--- src/rtl/tipi_link_seq_pkg.sv ---
// TIPI link sequencer shared definitions.
// FSM state encodings, register-select values and link-pin decode helpers.
package tipi_link_seq_pkg;

    typedef enum logic [2:0] {
        S_IDLE   = 3'd0,
        S_SETUP  = 3'd1,
        S_LOAD   = 3'd2,
        S_BIT_LO = 3'd3,
        S_BIT_HI = 3'd4,
        S_LATCH  = 3'd5,
        S_DONE   = 3'd6
    } state_t;

    localparam logic RT_RPI  = 1'b0;
    localparam logic RT_TI   = 1'b1;
    localparam logic DC_DATA = 1'b0;
    localparam logic DC_CTRL = 1'b1;

    localparam logic [2:0] LAST_BIT = 3'd7;

    function automatic logic link_clk(input state_t s);
        return (s == S_LOAD) || (s == S_BIT_HI);
    endfunction

    function automatic logic link_le(input state_t s);
        return (s == S_LOAD) || (s == S_LATCH);
    endfunction

    function automatic logic is_bit(input state_t s);
        return (s == S_BIT_LO) || (s == S_BIT_HI);
    endfunction

endpackage

--- src/rtl/tipi_link_seq_if.sv ---
// TIPI link sequencer bus: host command/response handshake plus link pins.
// slave = sequencer side, master = host driver / pin owner side.
interface tipi_link_seq_if;

    logic       cmd_valid;
    logic       cmd_ready;
    logic       cmd_write;
    logic       cmd_ctrl;
    logic [7:0] cmd_wdata;
    logic       rsp_valid;
    logic [7:0] rsp_data;
    logic       busy;
    logic       r_clk;
    logic       r_le;
    logic       r_rt;
    logic       r_dc;
    logic       r_dout;
    logic       r_din;

    modport slave (
        input  cmd_valid, cmd_write, cmd_ctrl, cmd_wdata, r_din,
        output cmd_ready, rsp_valid, rsp_data, busy,
        output r_clk, r_le, r_rt, r_dc, r_dout
    );

    modport master (
        output cmd_valid, cmd_write, cmd_ctrl, cmd_wdata, r_din,
        input  cmd_ready, rsp_valid, rsp_data, busy,
        input  r_clk, r_le, r_rt, r_dc, r_dout
    );

endinterface

--- src/rtl/tipi_link_seq_timer.sv ---
// Phase timer: down-counter reloaded on every phase entry.
// o_phase_end marks the last cycle of the current link phase.
module tipi_phase_timer #(
    parameter int HALF_PERIOD = 4
) (
    input  logic clk,
    input  logic reset_n,
    input  logic i_load,
    output logic o_phase_end
);

    localparam int W = $clog2(HALF_PERIOD + 1);
    localparam logic [W-1:0] RELOAD = W'(HALF_PERIOD - 1);

    logic [W-1:0] r_cnt;

    // Reload on phase entry, otherwise count down and park at zero
    always_ff @(posedge clk or negedge reset_n) begin
        if (!reset_n) begin
            r_cnt <= '0;
        end else if (i_load) begin
            r_cnt <= RELOAD;
        end else if (r_cnt != '0) begin
            r_cnt <= r_cnt - W'(1);
        end
    end

    assign o_phase_end = (r_cnt == '0);

endmodule

--- src/rtl/tipi_link_seq.sv ---
// TIPI 4-register link sequencer (RPi side).
// Turns one byte command into r_rt/r_dc/r_le/r_clk/r_dout waveforms.
module tipi_link_seq
    import tipi_link_seq_pkg::*;
#(
    parameter int HALF_PERIOD = 4
) (
    input  logic           clk,
    input  logic           reset_n,
    tipi_link_seq_if.slave bus
);

    state_t     r_state;
    state_t     w_nstate;
    logic       w_pe;
    logic       w_load;
    logic       w_acc;
    logic       r_wr;
    logic       r_ctrl;
    logic [7:0] r_tx;
    logic [7:0] r_rx;
    logic [2:0] r_bit;
    logic [2:0] w_nbit;
    logic       r_lclk;
    logic       r_lle;
    logic       r_lrt;
    logic       r_ldc;
    logic       r_ldout;
    logic       r_rspv;
    logic       r_busy;
    logic [7:0] r_rsp;

    assign w_acc  = (r_state == S_IDLE) && bus.cmd_valid;
    assign w_load = (w_nstate != r_state);

    tipi_phase_timer #(
        .HALF_PERIOD (HALF_PERIOD)
    ) u_timer (
        .clk         (clk),
        .reset_n     (reset_n),
        .i_load      (w_load),
        .o_phase_end (w_pe)
    );

    // FSM state register
    always_ff @(posedge clk or negedge reset_n) begin
        if (!reset_n) begin
            r_state <= S_IDLE;
        end else begin
            r_state <= w_nstate;
        end
    end

    // Next-state: each phase advances when the timer reports its last cycle
    always_comb begin
        w_nstate = r_state;
        unique case (r_state)
            S_IDLE:   if (bus.cmd_valid) w_nstate = S_SETUP;
            S_SETUP:  if (w_pe) w_nstate = r_wr ? S_BIT_LO : S_LOAD;
            S_LOAD:   if (w_pe) w_nstate = S_BIT_LO;
            S_BIT_LO: if (w_pe) w_nstate = S_BIT_HI;
            S_BIT_HI: begin
                if (w_pe) begin
                    if (r_bit != LAST_BIT) begin
                        w_nstate = S_BIT_LO;
                    end else begin
                        w_nstate = r_wr ? S_LATCH : S_DONE;
                    end
                end
            end
            S_LATCH:  if (w_pe) w_nstate = S_DONE;
            S_DONE:   w_nstate = S_IDLE;
            default:  w_nstate = S_IDLE;
        endcase
    end

    // Bit index: cleared on accept, stepped when a BIT_HI phase ends
    always_comb begin
        w_nbit = r_bit;
        if (w_acc) begin
            w_nbit = 3'd0;
        end else if ((r_state == S_BIT_HI) && w_pe && (r_bit != LAST_BIT)) begin
            w_nbit = r_bit + 3'd1;
        end
    end

    // Command capture at accept and bit counter update
    always_ff @(posedge clk or negedge reset_n) begin
        if (!reset_n) begin
            r_wr   <= 1'b0;
            r_ctrl <= 1'b0;
            r_tx   <= 8'h00;
            r_bit  <= 3'd0;
        end else begin
            r_bit <= w_nbit;
            if (w_acc) begin
                r_wr   <= bus.cmd_write;
                r_ctrl <= bus.cmd_ctrl;
                r_tx   <= bus.cmd_wdata;
            end
        end
    end

    // Receive shifter: sample r_din in the last cycle of each low phase
    always_ff @(posedge clk or negedge reset_n) begin
        if (!reset_n) begin
            r_rx <= 8'h00;
        end else if ((r_state == S_BIT_LO) && w_pe) begin
            r_rx <= {bus.r_din, r_rx[7:1]};
        end
    end

    // Link pins and response, registered from the next state
    always_ff @(posedge clk or negedge reset_n) begin
        if (!reset_n) begin
            r_lclk  <= 1'b0;
            r_lle   <= 1'b0;
            r_lrt   <= 1'b0;
            r_ldc   <= 1'b0;
            r_ldout <= 1'b0;
            r_rspv  <= 1'b0;
            r_busy  <= 1'b0;
            r_rsp   <= 8'h00;
        end else begin
            r_lclk  <= link_clk(w_nstate);
            r_lle   <= link_le(w_nstate);
            r_ldout <= is_bit(w_nstate) && r_wr && r_tx[w_nbit];
            r_rspv  <= (w_nstate == S_DONE);
            r_busy  <= (w_nstate != S_IDLE);
            if (w_acc) begin
                r_lrt <= bus.cmd_write ? RT_RPI : RT_TI;
                r_ldc <= bus.cmd_ctrl ? DC_CTRL : DC_DATA;
            end
            if ((w_nstate == S_DONE) && !r_wr) begin
                r_rsp <= r_rx;
            end
        end
    end

    assign bus.cmd_ready = (r_state == S_IDLE);
    assign bus.rsp_valid = r_rspv;
    assign bus.rsp_data  = r_rsp;
    assign bus.busy      = r_busy;
    assign bus.r_clk     = r_lclk;
    assign bus.r_le      = r_lle;
    assign bus.r_rt      = r_lrt;
    assign bus.r_dc      = r_ldc;
    assign bus.r_dout    = r_ldout;

endmodule

--- src/flat_wrapper.sv ---
// flat-port wrapper written by rule: the top's interface ports become plain ports
module tipi_link_seq_flat import tipi_link_seq_pkg::*;
#(
    parameter int HALF_PERIOD = 4
)
  (clk, reset_n, bus_cmd_valid, bus_cmd_write, bus_cmd_ctrl, bus_cmd_wdata, bus_r_din, bus_cmd_ready, bus_rsp_valid, bus_rsp_data, bus_busy, bus_r_clk, bus_r_le, bus_r_rt, bus_r_dc, bus_r_dout);
  tipi_link_seq_if bus_i ();
  input  logic clk;
  input  logic reset_n;
  input wire logic [$bits(bus_i.cmd_valid)-1:0] bus_cmd_valid;
  input wire logic [$bits(bus_i.cmd_write)-1:0] bus_cmd_write;
  input wire logic [$bits(bus_i.cmd_ctrl)-1:0] bus_cmd_ctrl;
  input wire logic [$bits(bus_i.cmd_wdata)-1:0] bus_cmd_wdata;
  input wire logic [$bits(bus_i.r_din)-1:0] bus_r_din;
  output wire logic [$bits(bus_i.cmd_ready)-1:0] bus_cmd_ready;
  output wire logic [$bits(bus_i.rsp_valid)-1:0] bus_rsp_valid;
  output wire logic [$bits(bus_i.rsp_data)-1:0] bus_rsp_data;
  output wire logic [$bits(bus_i.busy)-1:0] bus_busy;
  output wire logic [$bits(bus_i.r_clk)-1:0] bus_r_clk;
  output wire logic [$bits(bus_i.r_le)-1:0] bus_r_le;
  output wire logic [$bits(bus_i.r_rt)-1:0] bus_r_rt;
  output wire logic [$bits(bus_i.r_dc)-1:0] bus_r_dc;
  output wire logic [$bits(bus_i.r_dout)-1:0] bus_r_dout;
  assign bus_i.cmd_valid = bus_cmd_valid;
  assign bus_i.cmd_write = bus_cmd_write;
  assign bus_i.cmd_ctrl = bus_cmd_ctrl;
  assign bus_i.cmd_wdata = bus_cmd_wdata;
  assign bus_i.r_din = bus_r_din;
  assign bus_cmd_ready = bus_i.cmd_ready;
  assign bus_rsp_valid = bus_i.rsp_valid;
  assign bus_rsp_data = bus_i.rsp_data;
  assign bus_busy = bus_i.busy;
  assign bus_r_clk = bus_i.r_clk;
  assign bus_r_le = bus_i.r_le;
  assign bus_r_rt = bus_i.r_rt;
  assign bus_r_dc = bus_i.r_dc;
  assign bus_r_dout = bus_i.r_dout;
  tipi_link_seq #(.HALF_PERIOD(HALF_PERIOD)) u_core (.clk(clk), .reset_n(reset_n), .bus(bus_i));
endmodule
--- config.mk ---
export PLATFORM = sky130hd
export DESIGN_NAME = tipi_link_seq_flat
export DESIGN_NICKNAME = d
export VERILOG_FILES = /design/src/rtl/tipi_link_seq_pkg.sv /design/src/rtl/tipi_link_seq_if.sv /design/src/rtl/tipi_link_seq_timer.sv /design/src/rtl/tipi_link_seq.sv /design/src/flat_wrapper.sv
export SDC_FILE = /design/constraint.sdc
export NUM_CORES = 1
export LEC_CHECK = 0
export BUFFER_PORTS_ARGS = -buffer_cell sky130_fd_sc_hd__buf_2
export CAP_MARGIN = 40
export CORE_ASPECT_RATIO = 0.8
export CORE_MARGIN = 2
export CORE_UTILIZATION = 40
export DETAILED_ROUTE_END_ITERATION = 12
export GPL_TIMING_DRIVEN = 0
export PLACE_DENSITY = 0.71
export SYNTH_ARGS = -nofsm -noshare
export SYNTH_HDL_FRONTEND = slang
export SYNTH_SLANG_ARGS = --single-unit
--- constraint.sdc ---
create_clock -name clk -period 4.8 [get_ports clk]
set_input_delay 0.96 -clock clk [delete_from_list [all_inputs] [get_ports clk]]
set_output_delay 0.96 -clock clk [all_outputs]
set_load 0.01 [all_outputs]
# Word-level counts from Yosys, hierarchy flattened
# Index checks and enable logic that the tools add are counted.
[word_totals]
n_memories = 0
register_bits = 41
latch_bits = 0
mem_bits_ro = 0
ramBits = 0
[classes]
eq_ne = 12
muxes = 18
reduce_logical = 16
mul = 0
n_div = 0
bitwise_logic = 0
n_shift = 0
n_lt_le_gt_ge = 1
addsub = 2
[ops]
columns = ["operator", "n"]
rows = [
  ["2-to-1 mux 3 bit", 11],
  ["case mux 3 bit (6 select lines)", 1],
  ["equality test 3 bit (second input constant)", 5],
  ["equality test 3 x 2 -> 1 bit (second input constant)", 4],
  ["logical AND 1 bit", 7],
  ["zero test 3 bit", 2],
  ["nonzero test 3 bit", 2],
  ["< comparator 3 x 4 -> 1 bit (second input constant)", 1],
  ["2-to-1 mux 1 bit", 4],
  ["adder 3 x 1 -> 3 bit (second input constant)", 1],
  ["binary-select mux 1 bit (select 3 bit)", 1],
  ["equality test 3 x 1 -> 1 bit (second input constant)", 1],
  ["logical OR 1 bit", 3],
  ["inequality test 3 bit", 1],
  ["inequality test 3 bit (second input constant)", 1],
  ["subtractor 3 x 1 -> 3 bit (second input constant)", 1],
  ["2-to-1 mux 2 bit", 1],
  ["nonzero test 2 bit", 1],
  ["zero test 1 bit", 1],
]

# Longest topological paths before layout
[logic_depth]
word_depth = 8
depth_mapped = 9
depth_no_buf = 8

# Hierarchy
# From an unflattened synthesis, not the netlist that was laid out.
[unflattened]
hier_cells = 192
area_unflattened_um2 = 2033.2
[by_module_without_submodules]
columns = ["mod", "seq_area_each_um2", "cells_per_inst", "area_per_inst_um2", "instances"]
rows = [
  ["tipi_link_seq", 950.9, 175, 1851.8, 1],
  ["tipi_phase_timer", 75.1, 17, 181.4, 1],
]

# Worst setup path before layout
# Ideal clock, no wire load.
[synth_path]
path_type = "in2reg"
from = "input port bus_cmd_valid"
to = "register u_core.r_ldout, in the netlist u_core.bus.r_dout"
arrival_time_ns = 2.152
setup_time_ns = 0.094
n_path_buf = 1
path_stages = 6
required_time_ns = 4.706
slack_ns = 2.554
cell_sequence = "or4b_1 -> buf_2 -> and3_1 -> a21oi_2 -> o211ai_1 -> a221oi_2"
[synth_between]
elab_chain_cells = 6
elab_cells_between_ends = 11
classes_between = "eq/ne (2); mux (5); reduce/logical (4)"
[synth_lines]
columns = ["element", "line_no", "text"]
rows = [
  ["start: declaration", "flat_wrapper.sv:10", "input wire logic [$bits(bus_i.cmd_valid)-1:0] bus_cmd_valid;"],
  ["2-to-1 mux 3 bit", "tipi_link_seq.sv:58", "S_IDLE: if (bus.cmd_valid) w_nstate = S_SETUP;"],
  ["case mux 3 bit (6 select lines)", "tipi_link_seq.sv:57", "unique case (r_state)"],
  ["equality test 3 x 2 -> 1 bit / equality test 3 bit (equally long branches)", "tipi_link_seq_pkg.sv:31", "return (s == S_BIT_LO) || (s == S_BIT_HI);"],
  ["logical OR 1 bit", "tipi_link_seq_pkg.sv:31", ""],
  ["logical AND 1 bit", "tipi_link_seq.sv:127", "r_ldout <= is_bit(w_nstate) && r_wr && r_tx[w_nbit];"],
  ["logical AND 1 bit *", "tipi_link_seq.sv:127", ""],
  ["end signal: assignment", "tipi_link_seq.sv:127", ""],
  ["end: declaration", "tipi_link_seq.sv:28", "logic r_ldout;"],
]
# Mark *: on every way between the ends. The rest lies on a longest branch, timed or not. The select of a mux whose other input is x is not followed.
# A chain may end at the register's enable or synchronous reset.

# Worst setup path in the final report
[layout_path]
from = "register u_core.r_bit[0]"
to = "register u_core.r_ldout, in the netlist u_core.bus.r_dout"
[layout_between]
elab_chain_cells = 8
elab_cells_between_ends = 15
classes_between = "add/sub (1); eq/ne (3); mux (7); reduce/logical (4)"
[layout_lines]
columns = ["element", "line_no", "text"]
rows = [
  ["start: declaration", "tipi_link_seq.sv:22", "logic [2:0] r_bit;"],
  ["start signal: assignment", "tipi_link_seq.sv:95", "r_bit <= w_nbit;"],
  ["branches (longest 7 deep; another with adder 3 x 1 -> 3 bit)", "--", ""],
  ["logical AND 1 bit *", "tipi_link_seq.sv:127", ""],
]
# Mark *: on every way between the ends. The select of a mux whose other input is x is not followed.

==> summary.md <==
| Metric | Value |
|---|---|
| Cell area after layout | 2261 um2 |
| Chip width | 81.68 um |
| Dominant cells by area after synthesis | dfrtp_1 (53%), mux2_2 (6.4%), nand2_1 (6.2%) |
| Diode count | 0 |
| Sequential cell area | 1026 um2 |
| Clock Pin Slew Worst Setup and Hold Paths | 80 ps |
| Final-report setup violation count | 0 |
| Yosys reg bits | 41 |
| Slew @ Worst Pin | 771.9 ps |
| Fmax | 413.8 MHz |
| Syn Area/Cell | 11.29 um2 |
| Final nets | 226 |
| Worst EP required | 5020 ps |
| Starting DRT DRC Count | 64 |
| Core ar. | 4624 um2 |
| Vias | 1328 |
| Share of the clock period used by the worst path | 0.5034 |
| Number of I/O pins | 30 |
| Critical path's largest stage delay | 460 ps |
| CTS sink count | 41 |
| Kind of end point of the critical path | flip-flop |
| CTS tree | done |
| Vias per inst | 4.937 |
| Wire length per cell | 13.07 um |
| Syn nets | 189 |
| Post-DRT Antenna Nets | 0 |
| Post-Route WL | 3515 um |
| Hpwl dp | 2522 um |
| Setup Buffers After CTS | 0 |
| YS warnings | 0 |
| Ratio of cells with drive above 1 in the final layout | 0.3014 |
| Post-route setup TNS | 0 ps |
| Clock buffer depth | 2 |
| Syn Inst Count | 171 |
| IO Port Bufs | 29 |
| Initial core utilization | 0.4175 |
| Crit-path cells | ha_1 -> ha_1 -> o41a_1 -> or2_1 -> mux2i_1 -> a211o_1 -> a221oi_2 |
| Max Slew Vio Count | 0 |
| Post-synth top area share | 0.5314 |
| Outcome | completed |
| Clk root buf | clkbuf_8 |
| Area grow syn2layout | 17.11% |
| Worst Skew | 4.056 ps |
| H-tree depth | 2 |
| Post-CTS sizing | 0 |
| Residual DRC | 0 |
| Synth unique cells | 46 |
| Minimum clock period | 2416 ps |
| Die Y | 66.14 um |
| First-pass GRT wire length | 6272 um |
| Hold path depth | 2 |
| RSZ-0062 raised after global routing | no |
| Path type of the worst min-delay path | reg2reg |
| Initial DRT Pass Iterations | 4 |
| Worst-case reg-to-reg path depth | 7 |
| Worst-Skew Late Latency | 300 ps |
| Crit-path max FO | 7 |
| Number of flops mapped to enable cells by yosys | 0 |
| Critical path class | reg2reg |
| Die ar. | 5402 um2 |
| Cell Area, Placed | 2171 um2 |
| Ys flop type | dfrtp_1 |
| Pwr dens | 544.9 nW/um2 |
| Peak VDD IR | 0.2383 mV |
| Cell mode on critical path | ha_1 |
| Initial antenna violation count | 0 |
| GRT Util Overall | 0.1573 |
| Cts bufs inserted | 5 |
| Max cap viols | 0 |
| Fraction of registers with async set/reset | 1.000 |
| Largest net degree at the start of global routing | 34 |
| Std cell rows | 22 |
| Arr. time, crit path | 2630 ps |
| Hold Violations, Final | 0 |
| Hold buffers post-CTS | 0 |
| Vias in the first global route | 1297 |
| Headroom to the max-slew limit | 0.4773 |
| Total gr overflow | 0 |
| RePlAce Congestion | 0.7721 |
| Synth area leader | dfrtp_1 |
| Leakage | 1.140 nW |
| Area of the multi-input gates | 844.6 um2 |
| Register area share after synthesis | 0.5314 |
| Mapped cell area | 1931 um2 |
| Startpoint types | flip-flop |
| Slowest stage cell, crit path | o41a_1 |
| Fillers | 428 |
## cells in the final DEF (no fill, tap or decap), types with 4 or more instances in the layout
cell type   n
buf_2      31
clkbuf_8    5
dfrtp_1    41
ha_1        4
inv_1       9
mux2_1      6
mux2_2     11
mux2i_1     4
nand2_1    32
nor2_1      7
o21ai_0     7
## state kept, by name (all words and copies together) (netlist names), 3 cells and up
name	cells
u_core.bus.rsp_data	8
u_core.r_rx	8
u_core.r_tx	8
u_core.r_bit	3
u_core.r_state	3
u_core.u_timer.r_cnt	3
## path summary, 6_finish.rpt
check,endpoint,from,slack [ps]
max,u_core.bus.r_dout,u_core.r_bit[0],2380
min,u_core.r_tx[5],u_core.r_tx[5],490
max reg2reg,u_core.bus.r_dout,u_core.r_bit[0],2380
min reg2reg,u_core.r_tx[5],u_core.r_tx[5],490
max in group asynchronous,u_core.bus.rsp_data[1],reset_n,3850
min in group asynchronous,u_core.r_tx[3],reset_n,510
## power by group
group          switching, mW  leakage (nW)  total [mW]  internal, mW
Combinational          0.271         0.571       0.477         0.206
Sequential            0.0744         0.525       0.525         0.450
Clock                  0.127        0.0445       0.230         0.103
Total                  0.473          1.14        1.23         0.759
## synthesized netlist by cell type (2+ instances only)
| cell | number |
|---|---|
| nor2_1 | 7 |
| inv_1 | 9 |
| nand2_1 | 32 |
| ha_1 | 4 |
| and3_1 | 2 |
| nor2b_1 | 2 |
| a211o_1 | 2 |
| mux2_2 | 11 |
| dfrtp_1 | 41 |
| nand2b_1 | 2 |
| mux2_1 | 6 |
| mux2i_1 | 4 |
| a21oi_1 | 3 |
| o21ai_0 | 7 |
| and2_1 | 3 |
| or3_1 | 2 |
| nand3_1 | 2 |
| buf_2 | 2 |
| clkbuf_1 | 3 |
## worst max-delay path, delay by kind of cell (launching register included)
kind	cells	cell delay (ps)
AO/OA/AOI/OAI	3	970
AND/OR/NAND/NOR	1	280
flip-flops	1	440
multiplexers	1	130
adder cells (fa/ha/maj)	2	500
## routing by layer
layer | routed length (um) | global-route usage | vias to the layer above
met4 | 31 | 0.05625 | 0
met3 | 177 | 0.05464 | 3
met2 | 1519 | 0.2152 | 27
met5 | 0 | 0 | -
li1 | - | - | 664
met1 | 1787 | 0.2292 | 634
## logic make-up after synthesis
family	synth area share
AND/OR/NAND/NOR	0.1763
flip-flops	0.5314
AO/OA/AOI/OAI	0.09916
multiplexers	0.1316
buffers and inverters	0.03110
adder cells (fa/ha/maj)	0.02592
XOR/XNOR	0.004537
## cell type report
cell class,count,area share
repair buffers,30,0.07305
plain buffers,6,0.01162
multi-input cells,115,0.3735
clock inverters,3,0.009408
clock buffers,5,0.03044
well taps,60,0.03320
flip-flops and latches,41,0.4538
inverters,9,0.01494
## metrics by stage
| stage | total power, mW | setup WS [ps] | utilization | hold slack [ps] | instances |
|---|---|---|---|---|---|
| after floorplan | 0.8820 | 2554 | - | 438.5 | 171 |
| after global placement | 0.9982 | 2348 | 0.4651 | 455.8 | 260 |
| after detailed placement | 1.011 | 2353 | 0.4694 | 463.4 | 261 |
| after CTS | 1.246 | 2369 | 0.4889 | 488.6 | 269 |
| after global routing | 1.340 | 2270 | 0.4889 | 505.4 | 269 |
| final | 1.232 | 2384 | 0.4889 | 485.2 | 269 |
(Power assumes the default switching activity.)
